`src/rtl/usb_rx_pkg.sv`:
```
// Shared definitions for the USB receive path: controller states, framing
// constants and the PID integrity check.
package usb_rx_pkg;

    typedef enum logic [2:0] {
        ST_IDLE = 3'd0,
        ST_SYNC = 3'd1,
        ST_PID  = 3'd2,
        ST_DATA = 3'd3,
        ST_ERR  = 3'd4
    } rx_state_e;

    localparam logic [7:0] SYNC_BYTE      = 8'h80;
    localparam int         MAX_DATA_BYTES = 66;

    // A PID byte carries its 4-bit code twice: once plain, once inverted.
    function automatic logic pid_ok(input logic [7:0] b);
        return (b[3:0] == ~b[7:4]);
    endfunction

endpackage

```
`src/rtl/rx_packet_ctrl_if.sv`:
```
// Signal bundle between the RX line front-end (master) and the packet
// controller (slave).
interface rx_packet_ctrl_if;

    logic       d_edge;
    logic       shift_strobe;
    logic       eop;
    logic [7:0] rx_byte;
    logic       byte_done;
    logic       rcving;
    logic       w_enable;
    logic [3:0] rx_pid;
    logic       pkt_done;
    logic       r_error;

    modport master (
        output d_edge, shift_strobe, eop, rx_byte,
        input  byte_done, rcving, w_enable, rx_pid, pkt_done, r_error
    );

    modport slave (
        input  d_edge, shift_strobe, eop, rx_byte,
        output byte_done, rcving, w_enable, rx_pid, pkt_done, r_error
    );

endinterface

```
`src/rtl/rx_bit_counter.sv`:
```
// 3-bit bit-within-byte counter; rollover_pulse is registered, so it appears
// in the cycle after the strobe that wraps the count from 7 to 0.
module rx_bit_counter (
    input  logic       clk,
    input  logic       n_rst,
    input  logic       clear,
    input  logic       count_enable,
    output logic [2:0] count,
    output logic       rollover_pulse
);

    logic [2:0] r_count;
    logic       r_rollover;

    always_ff @(posedge clk or negedge n_rst) begin
        if (!n_rst) begin
            r_count    <= 3'd0;
            r_rollover <= 1'b0;
        end else if (clear) begin
            r_count    <= 3'd0;
            r_rollover <= 1'b0;
        end else begin
            r_rollover <= count_enable && (r_count == 3'd7);
            if (count_enable) begin
                r_count <= r_count + 3'd1;
            end
        end
    end

    assign count          = r_count;
    assign rollover_pulse = r_rollover;

endmodule

```
`src/rtl/rx_packet_ctrl.sv`:
```
// USB receive packet controller: frames bytes from the shift register, checks
// SYNC and PID, strobes data bytes into the RX FIFO and flags packet errors.
module rx_packet_ctrl
    import usb_rx_pkg::*;
(
    input  logic             clk,
    input  logic             n_rst,
    rx_packet_ctrl_if.slave  bus
);

    rx_state_e  r_state;
    rx_state_e  w_next_state;
    logic [6:0] r_byte_cnt;
    logic [3:0] r_pid;
    logic       r_err_flag;
    logic       r_pkt_done;

    logic       w_clear;
    logic       w_count_en;
    logic       w_byte_done;
    logic [2:0] w_bit_cnt;
    logic       w_write;
    logic       w_pkt_end;
    logic       w_sync_good;
    logic       w_pid_good;
    logic       w_enter_err;

    // eop takes priority over a coincident strobe, and strobes are dropped in IDLE.
    assign w_clear    = (r_state == ST_IDLE) && bus.d_edge;
    assign w_count_en = bus.shift_strobe && !bus.eop && (r_state != ST_IDLE);

    rx_bit_counter u_bit_counter (
        .clk            (clk),
        .n_rst          (n_rst),
        .clear          (w_clear),
        .count_enable   (w_count_en),
        .count          (w_bit_cnt),
        .rollover_pulse (w_byte_done)
    );

    assign w_write     = (r_state == ST_DATA) && w_byte_done &&
                         (r_byte_cnt < 7'(MAX_DATA_BYTES));
    assign w_sync_good = (r_state == ST_SYNC) && !bus.eop && w_byte_done &&
                         (bus.rx_byte == SYNC_BYTE);
    assign w_pid_good  = (r_state == ST_PID) && !bus.eop && w_byte_done &&
                         pid_ok(bus.rx_byte);

    always_comb begin
        w_next_state = r_state;
        w_pkt_end    = 1'b0;
        case (r_state)
            ST_IDLE: begin
                if (bus.d_edge) begin
                    w_next_state = ST_SYNC;
                end
            end
            ST_SYNC: begin
                if (bus.eop) begin
                    w_next_state = ST_ERR;
                end else if (w_byte_done) begin
                    w_next_state = w_sync_good ? ST_PID : ST_ERR;
                end
            end
            ST_PID: begin
                if (bus.eop) begin
                    w_next_state = ST_ERR;
                end else if (w_byte_done) begin
                    w_next_state = w_pid_good ? ST_DATA : ST_ERR;
                end
            end
            ST_DATA: begin
                // A clean end of packet must land exactly on a byte boundary.
                if (bus.eop) begin
                    if (w_bit_cnt == 3'd0) begin
                        w_next_state = ST_IDLE;
                        w_pkt_end    = 1'b1;
                    end else begin
                        w_next_state = ST_ERR;
                    end
                end else if (w_byte_done && !w_write) begin
                    w_next_state = ST_ERR;
                end
            end
            ST_ERR: begin
                if (bus.eop) begin
                    w_next_state = ST_IDLE;
                end
            end
            default: begin
                w_next_state = ST_IDLE;
            end
        endcase
    end

    assign w_enter_err = (w_next_state == ST_ERR) && (r_state != ST_ERR);

    always_ff @(posedge clk or negedge n_rst) begin
        if (!n_rst) begin
            r_state    <= ST_IDLE;
            r_pkt_done <= 1'b0;
        end else begin
            r_state    <= w_next_state;
            r_pkt_done <= w_pkt_end;
        end
    end

    always_ff @(posedge clk or negedge n_rst) begin
        if (!n_rst) begin
            r_byte_cnt <= 7'd0;
        end else if (w_clear) begin
            r_byte_cnt <= 7'd0;
        end else if (w_write) begin
            r_byte_cnt <= r_byte_cnt + 7'd1;
        end
    end

    // The error flag survives the return to IDLE; only a good SYNC clears it.
    always_ff @(posedge clk or negedge n_rst) begin
        if (!n_rst) begin
            r_err_flag <= 1'b0;
        end else if (w_sync_good) begin
            r_err_flag <= 1'b0;
        end else if (w_enter_err) begin
            r_err_flag <= 1'b1;
        end
    end

    always_ff @(posedge clk or negedge n_rst) begin
        if (!n_rst) begin
            r_pid <= 4'h0;
        end else if (w_pid_good) begin
            r_pid <= bus.rx_byte[3:0];
        end
    end

    assign bus.byte_done = w_byte_done;
    assign bus.rcving    = (r_state != ST_IDLE);
    assign bus.w_enable  = w_write;
    assign bus.rx_pid    = r_pid;
    assign bus.pkt_done  = r_pkt_done;
    assign bus.r_error   = r_err_flag;

endmodule

```
`src/flat_wrapper.sv`:
```
// flat-port wrapper written by rule: the top's interface ports become plain ports
module rx_packet_ctrl_flat import usb_rx_pkg::*;
  (clk, n_rst, bus_d_edge, bus_shift_strobe, bus_eop, bus_rx_byte, bus_byte_done, bus_rcving, bus_w_enable, bus_rx_pid, bus_pkt_done, bus_r_error);
  rx_packet_ctrl_if bus_i ();
  input  logic clk;
  input  logic n_rst;
  input wire logic [$bits(bus_i.d_edge)-1:0] bus_d_edge;
  input wire logic [$bits(bus_i.shift_strobe)-1:0] bus_shift_strobe;
  input wire logic [$bits(bus_i.eop)-1:0] bus_eop;
  input wire logic [$bits(bus_i.rx_byte)-1:0] bus_rx_byte;
  output wire logic [$bits(bus_i.byte_done)-1:0] bus_byte_done;
  output wire logic [$bits(bus_i.rcving)-1:0] bus_rcving;
  output wire logic [$bits(bus_i.w_enable)-1:0] bus_w_enable;
  output wire logic [$bits(bus_i.rx_pid)-1:0] bus_rx_pid;
  output wire logic [$bits(bus_i.pkt_done)-1:0] bus_pkt_done;
  output wire logic [$bits(bus_i.r_error)-1:0] bus_r_error;
  assign bus_i.d_edge = bus_d_edge;
  assign bus_i.shift_strobe = bus_shift_strobe;
  assign bus_i.eop = bus_eop;
  assign bus_i.rx_byte = bus_rx_byte;
  assign bus_byte_done = bus_i.byte_done;
  assign bus_rcving = bus_i.rcving;
  assign bus_w_enable = bus_i.w_enable;
  assign bus_rx_pid = bus_i.rx_pid;
  assign bus_pkt_done = bus_i.pkt_done;
  assign bus_r_error = bus_i.r_error;
  rx_packet_ctrl u_core (.clk(clk), .n_rst(n_rst), .bus(bus_i));
endmodule
```
`config.mk`:
```
export PLATFORM = sky130hd
export DESIGN_NAME = rx_packet_ctrl_flat
export DESIGN_NICKNAME = d
export VERILOG_FILES = /design/src/rtl/usb_rx_pkg.sv /design/src/rtl/rx_packet_ctrl_if.sv /design/src/rtl/rx_bit_counter.sv /design/src/rtl/rx_packet_ctrl.sv /design/src/flat_wrapper.sv
export SDC_FILE = /design/constraint.sdc
export NUM_CORES = 1
export LEC_CHECK = 0
export ABC_AREA = 0
export BUFFER_PORTS_ARGS = -buffer_cell sky130_fd_sc_hd__buf_4
export CORE_ASPECT_RATIO = 1.2
export CORE_MARGIN = 4
export CORE_UTILIZATION = 40
export CTS_BUF_LIST = sky130_fd_sc_hd__clkbuf_4
export CTS_CLUSTER_DIAMETER = 80
export DETAILED_ROUTE_END_ITERATION = 7
export PLACE_DENSITY = 0.7
export SYNTH_ARGS = -nofsm -noshare
export SYNTH_HDL_FRONTEND = slang
export SYNTH_SLANG_ARGS = --single-unit
```
`constraint.sdc`:
```
create_clock -name clk -period 2.4 [get_ports clk]
set_input_delay 0.36 -clock clk [delete_from_list [all_inputs] [get_ports clk]]
set_output_delay 0.36 -clock clk [all_outputs]
set_load 0.02 [all_outputs]
```
Word level (Yosys, flattened, before mapping):

Index checks and enable logic that the tools add are counted.

* input port bits: 13
* register bits after elaboration: 20
* logic and storage cells: 64
* output and inout bits: 9

* reduce and logical (&&, ||, !) cells: 22
* multiplexer cells: 22
* bitwise logic cells: 1
* equality and inequality tests: 9
* add/sub/neg operators: 2
* magnitude comparators: 1

Operators with widths (count)
* $mux 3: 13
* $pmux 3 s5: 1
* $logic_and 1x1->1: 14
* $mux 7: 2
* $eq 3x3->1 const B: 3
* $eq 8x8->1 const B: 1
* $add 7x1->7 const B: 1
* $lt 7x7->1 const B: 1
* $eq 3x2->1 const B: 2
* $logic_not 3->1: 2
* $mux 1: 6
* $reduce_bool 2->1: 3
* $eq 4x4->1: 1
* $not 4->4: 1
* $add 3x1->3 const B: 1
* $eq 3x1->1 const B: 1
* $ne 3x3->1 const B: 1
* $reduce_bool 3->1: 1
* $logic_not 1->1: 2

Logic depth before layout (Yosys ltp):

* depth after elaboration: 12
* gate-level depth with buffers: 7
* depth with buffers taken out: 6

Modules after synthesis:

From an unflattened synthesis, not the netlist that was laid out.

* cell total of the unflattened synthesis: 115
* area total of the unflattened synthesis: 1146.1 µm²

By module, submodules not included
* rx_packet_ctrl: cells an instance 101, seq. area each 400.4 µm², area an instance 973.4 µm², instances 1
* rx_bit_counter: cells an instance 14, seq. area each 100.1 µm², area an instance 172.7 µm², instances 1

Worst setup path after synthesis:

Ideal clock, no wire load.

* path kind: flip-flop to flip-flop
* start point: reg u_core.u_bit_counter.r_rollover, in the netlist u_core.u_bit_counter.rollover_pulse
* end point: reg u_core.r_pid[0], in the netlist u_core.bus.rx_pid[0]
* data required time: 2.275 ns
* library setup time: 0.125 ns
* path buffers: 1
* data arrival time: 1.690 ns
* path slack: 0.585 ns
* cell stages (with the launch flop): 6
* clock period less this slack: 1.815 ns
* cells stage by stage: dfrtp_1 nor2b_4 nand2_1 or4_4 buf_6 mux2_4

* longest elaborated chain between the ends: 2

Ends and longest elaborated chain
* start: declaration: line rx_bit_counter.sv:13 `logic r_rollover;`
* start signal: assignment: line rx_bit_counter.sv:23 `r_rollover <= count_enable && (r_count == 3'd7);`
* $logic_and 1x1->1 (2 in a row): line rx_packet_ctrl.sv:45 `assign w_pid_good = (r_state == ST_PID) && !bus.eop && w_byte_done &&`
* end signal: assignment: line rx_packet_ctrl.sv:132 `r_pid <= bus.rx_byte[3:0];`
* end: declaration: line rx_packet_ctrl.sv:14 `logic [3:0] r_pid;`

Every way passes these cells.
A chain may end at the register's enable or synchronous reset.

Final worst setup path:

* start point: reg u_core.r_byte_cnt[3]
* end point: out bus_w_enable

* longest elaborated chain between the ends: 2

Ends and longest elaborated chain
* start: declaration: line rx_packet_ctrl.sv:13 `logic [6:0] r_byte_cnt;`
* start signal: assignment: line rx_packet_ctrl.sv:113 `r_byte_cnt <= r_byte_cnt + 7'd1;`
* $lt 7x7->1: line rx_packet_ctrl.sv:42 `(r_byte_cnt < 7'(MAX_DATA_BYTES));`
* $logic_and 1x1->1: line rx_packet_ctrl.sv:41 `assign w_write = (r_state == ST_DATA) && w_byte_done &&`
* end: declaration: line flat_wrapper.sv:13 `output wire logic [$bits(bus_i.w_enable)-1:0] bus_w_enable;`

Every way passes these cells.

==> flow_metrics.tcl <==
set metrics [dict create \
    status "finished clean" \
    ys_seq_area_frac 0.418 \
    min_path_type "in -> reg" \
    route.antenna.remaining_nets 0 \
    gp_routability_congestion 0.749 \
    r2r_end "u_core.bus.rx_pid[3]" \
    maxCapViolations 0 \
    vias 927 \
    worst_slew_pin_slew_ns 0.602 \
    final_nets 160 \
    path_max_fanout 6 \
    syn_nets 138 \
    ys_ff_latch 20 \
    max_freq_mhz 443 \
    initial_utilization 0.422 \
    hpwl_um 1800 \
    ir_drop_mv 0.296 \
    startpoint "u_core.r_byte_cnt[3]" \
    synth_edf_count 0 \
    skew_ns 0.00415 \
    worst_r2r_path_depth 4 \
    grt_pass1_wl_um 4140 \
    synth.most_common_cell "dfrtp_1" \
    ys_top_cells_by_count "dfrtp_1 (20), nor2_1 (12), nand2_1 (10)" \
    crit_end "bus_w_enable" \
    antennaDiodeCount 0 \
    drt-pass1-iter-count 4 \
    layout-drive-gt1-share 0.255 \
    via_per_inst 5.30 \
    cp.required_ns 2.04 \
    r2r-start "u_core.r_state[1]" \
    portBuffers 21 \
    crit_path_end_kind "primary output" \
    syn_inst 121 \
    start_kind "register" \
    clk_latency_ns 0.29 \
    regToRegSetupSlack_ns 0.55 \
    finalCritPeriodShare 0.941 \
    fin_setup_tns_ns 0 \
    syn-mean-instance-area_sq_um 9.90 \
    rows 21 \
    core_area_sq_um 2840 \
    fp.dieW_um 57.9 \
    cts_inserted_buffers 3 \
    powerDensity_nw_per_um2 602 \
    clock-sinks 20 \
    period_needed_ns 2.26 \
    synth_top_area_frac 0.418 \
    die-area_sq_um 3940 \
    synth.cell_area_sq_um 1200 \
    drtIter0Drc 22 \
    setup_violations 0 \
    h-tree-depth 1 \
    rsz0062_at_grt "false" \
    post_cts_buffers 0 \
    synth_area_leaders "dfrtp_1 (42%), xor2_1 (5.1%), mux2_4 (5.0%)" \
    grt_pass1_vias 979 \
    io_pins 22 \
    clk_path_buf_depth 2 \
    wl_per_cell_um 13.9 \
    grt_max_degree 21 \
    ys_warn_count 0 \
    die_height_um 67.9 \
    path_class "reg -> out" \
    maxSlewHeadroom 0.598 \
    track_usage 0.134 \
    power_leakage_nw 0.668 \
    ys_types 41 \
    grt-ovfl-total 0 \
    cts_tree "yes" \
    synth_ff_type "dfrtp_1" \
    drv_slew 0 \
    drc 0 \
    clk_pin_slew_worst_paths_ns 0.11 \
    hold_violations 0 \
    antenna_found_initial 0 \
    crit_arrival_ns 1.90 \
    drt_wl_total_um 2440 \
    clock-root-buffer "clkbuf_4" \
    total_power_mw 0.847 \
    syn2layout_area_growth_pct 17.5 \
    synth_top_area_cell "dfrtp_1" \
    async_flop_share 1.00 \
]
-- stage by stage --
stage	hold slack, ns	area [sq um]	worst slack (ns)	utilization	cells
floorplan	0.0644	1200	0.585	-	121
global placement	0.256	1370	0.513	0.481	171
detailed placement	0.259	1370	0.449	0.481	171
CTS	0.222	1400	0.101	0.493	175
global route	0.217	1410	0.0480	0.496	175
finish	0.231	1410	0.142	0.496	175
-- critical path, cell delays in order (launching register included) --
cell     delay [ns]
dfrtp_1        0.43
or4_1          0.59
o21ai_4        0.23
nand2_1        0.13
inv_1          0.09
buf_4          0.13
-- final cells by class --
cell class / instances / area, sq um
flip-flops and latches: 20 / 500
well taps: 34 / 42.5
fillers: 264 / 1430
clock buffers: 3 / 22.5
repair buffers: 23 / 175
inverters: 6 / 22.5
multi-input cells: 89 / 643
-- cell usage in the layout, fill, tap and decap left out, types with 2 or more instances in the layout --
| master | n |
|---|---|
| buf_4 | 22 |
| xor2_1 | 7 |
| nand2_1 | 10 |
| nor2b_1 | 2 |
| clkbuf_4 | 3 |
| mux2_4 | 4 |
| nor4b_1 | 2 |
| inv_1 | 6 |
| nand3_1 | 5 |
| dfrtp_1 | 20 |
| and2_1 | 3 |
| nor2b_4 | 2 |
| mux2i_1 | 2 |
| nor2_1 | 12 |
| ha_1 | 4 |
| o21ai_0 | 2 |
| a21oi_1 | 5 |
| nor3b_1 | 2 |
| nor3_1 | 3 |
| xnor2_1 | 3 |
-- power by group --
group / internal (mW) / leakage [nW] / switching, mW / total [mW]
sequential: 0.371 / 0.275 / 0.0566 / 0.427
combinational: 0.122 / 0.379 / 0.141 / 0.262
clock: 0.0584 / 0.0138 / 0.0990 / 0.157
-- state kept, by name, indices dropped and copies added (netlist names) --
signal	cells
u_core.bus.rx_pid	4
u_core.bus.pkt_done	1
u_core.bus.r_error	1
u_core.r_byte_cnt	7
u_core.u_bit_counter.rollover_pulse	1
u_core.u_bit_counter.count	3
u_core.r_state	3
-- worst min-delay path by stage --
stage	start	endpoint	slack, ns	depth (start not counted)
after floorplan	n_rst	u_core.bus.pkt_done	0.06	0
after global placement	n_rst	u_core.bus.pkt_done	0.26	1
after detailed placement	n_rst	u_core.bus.r_error	0.26	1
after CTS	bus_d_edge	u_core.r_byte_cnt[6]	0.22	2
after global routing	bus_d_edge	u_core.r_byte_cnt[6]	0.22	2
final	bus_d_edge	u_core.r_byte_cnt[6]	0.23	2
-- repair_timing --
action / in CTS / in global routing
hold endpoints to repair: 20 / 0
hold buffers: 1 / 0
endpoints found under the setup margin: 0 / 1
gates resized for setup: 0 / 1
-- metal layers --
layer	share of wire	track usage	up-vias	routed length, um
met5	0	0	-	0
met4	0.0057	0.0522	0	14
met3	0.038	0.0189	2	92
met2	0.53	0.244	16	1280
met1	0.43	0.158	449	1050
li1	-	-	460	-
-- cell families (layout without fill, tap and decap cells) --
kind of cell,Yosys count,count (layout),share of synthesized area
xor+xnor,10,10,0.0732
buf+inv,12,32,0.0512
mux,6,6,0.0669
compound gates,18,18,0.105
fa+ha+maj,4,4,0.0418
simple gates,51,51,0.245
flops,20,20,0.418
(Power assumes the default switching activity.)
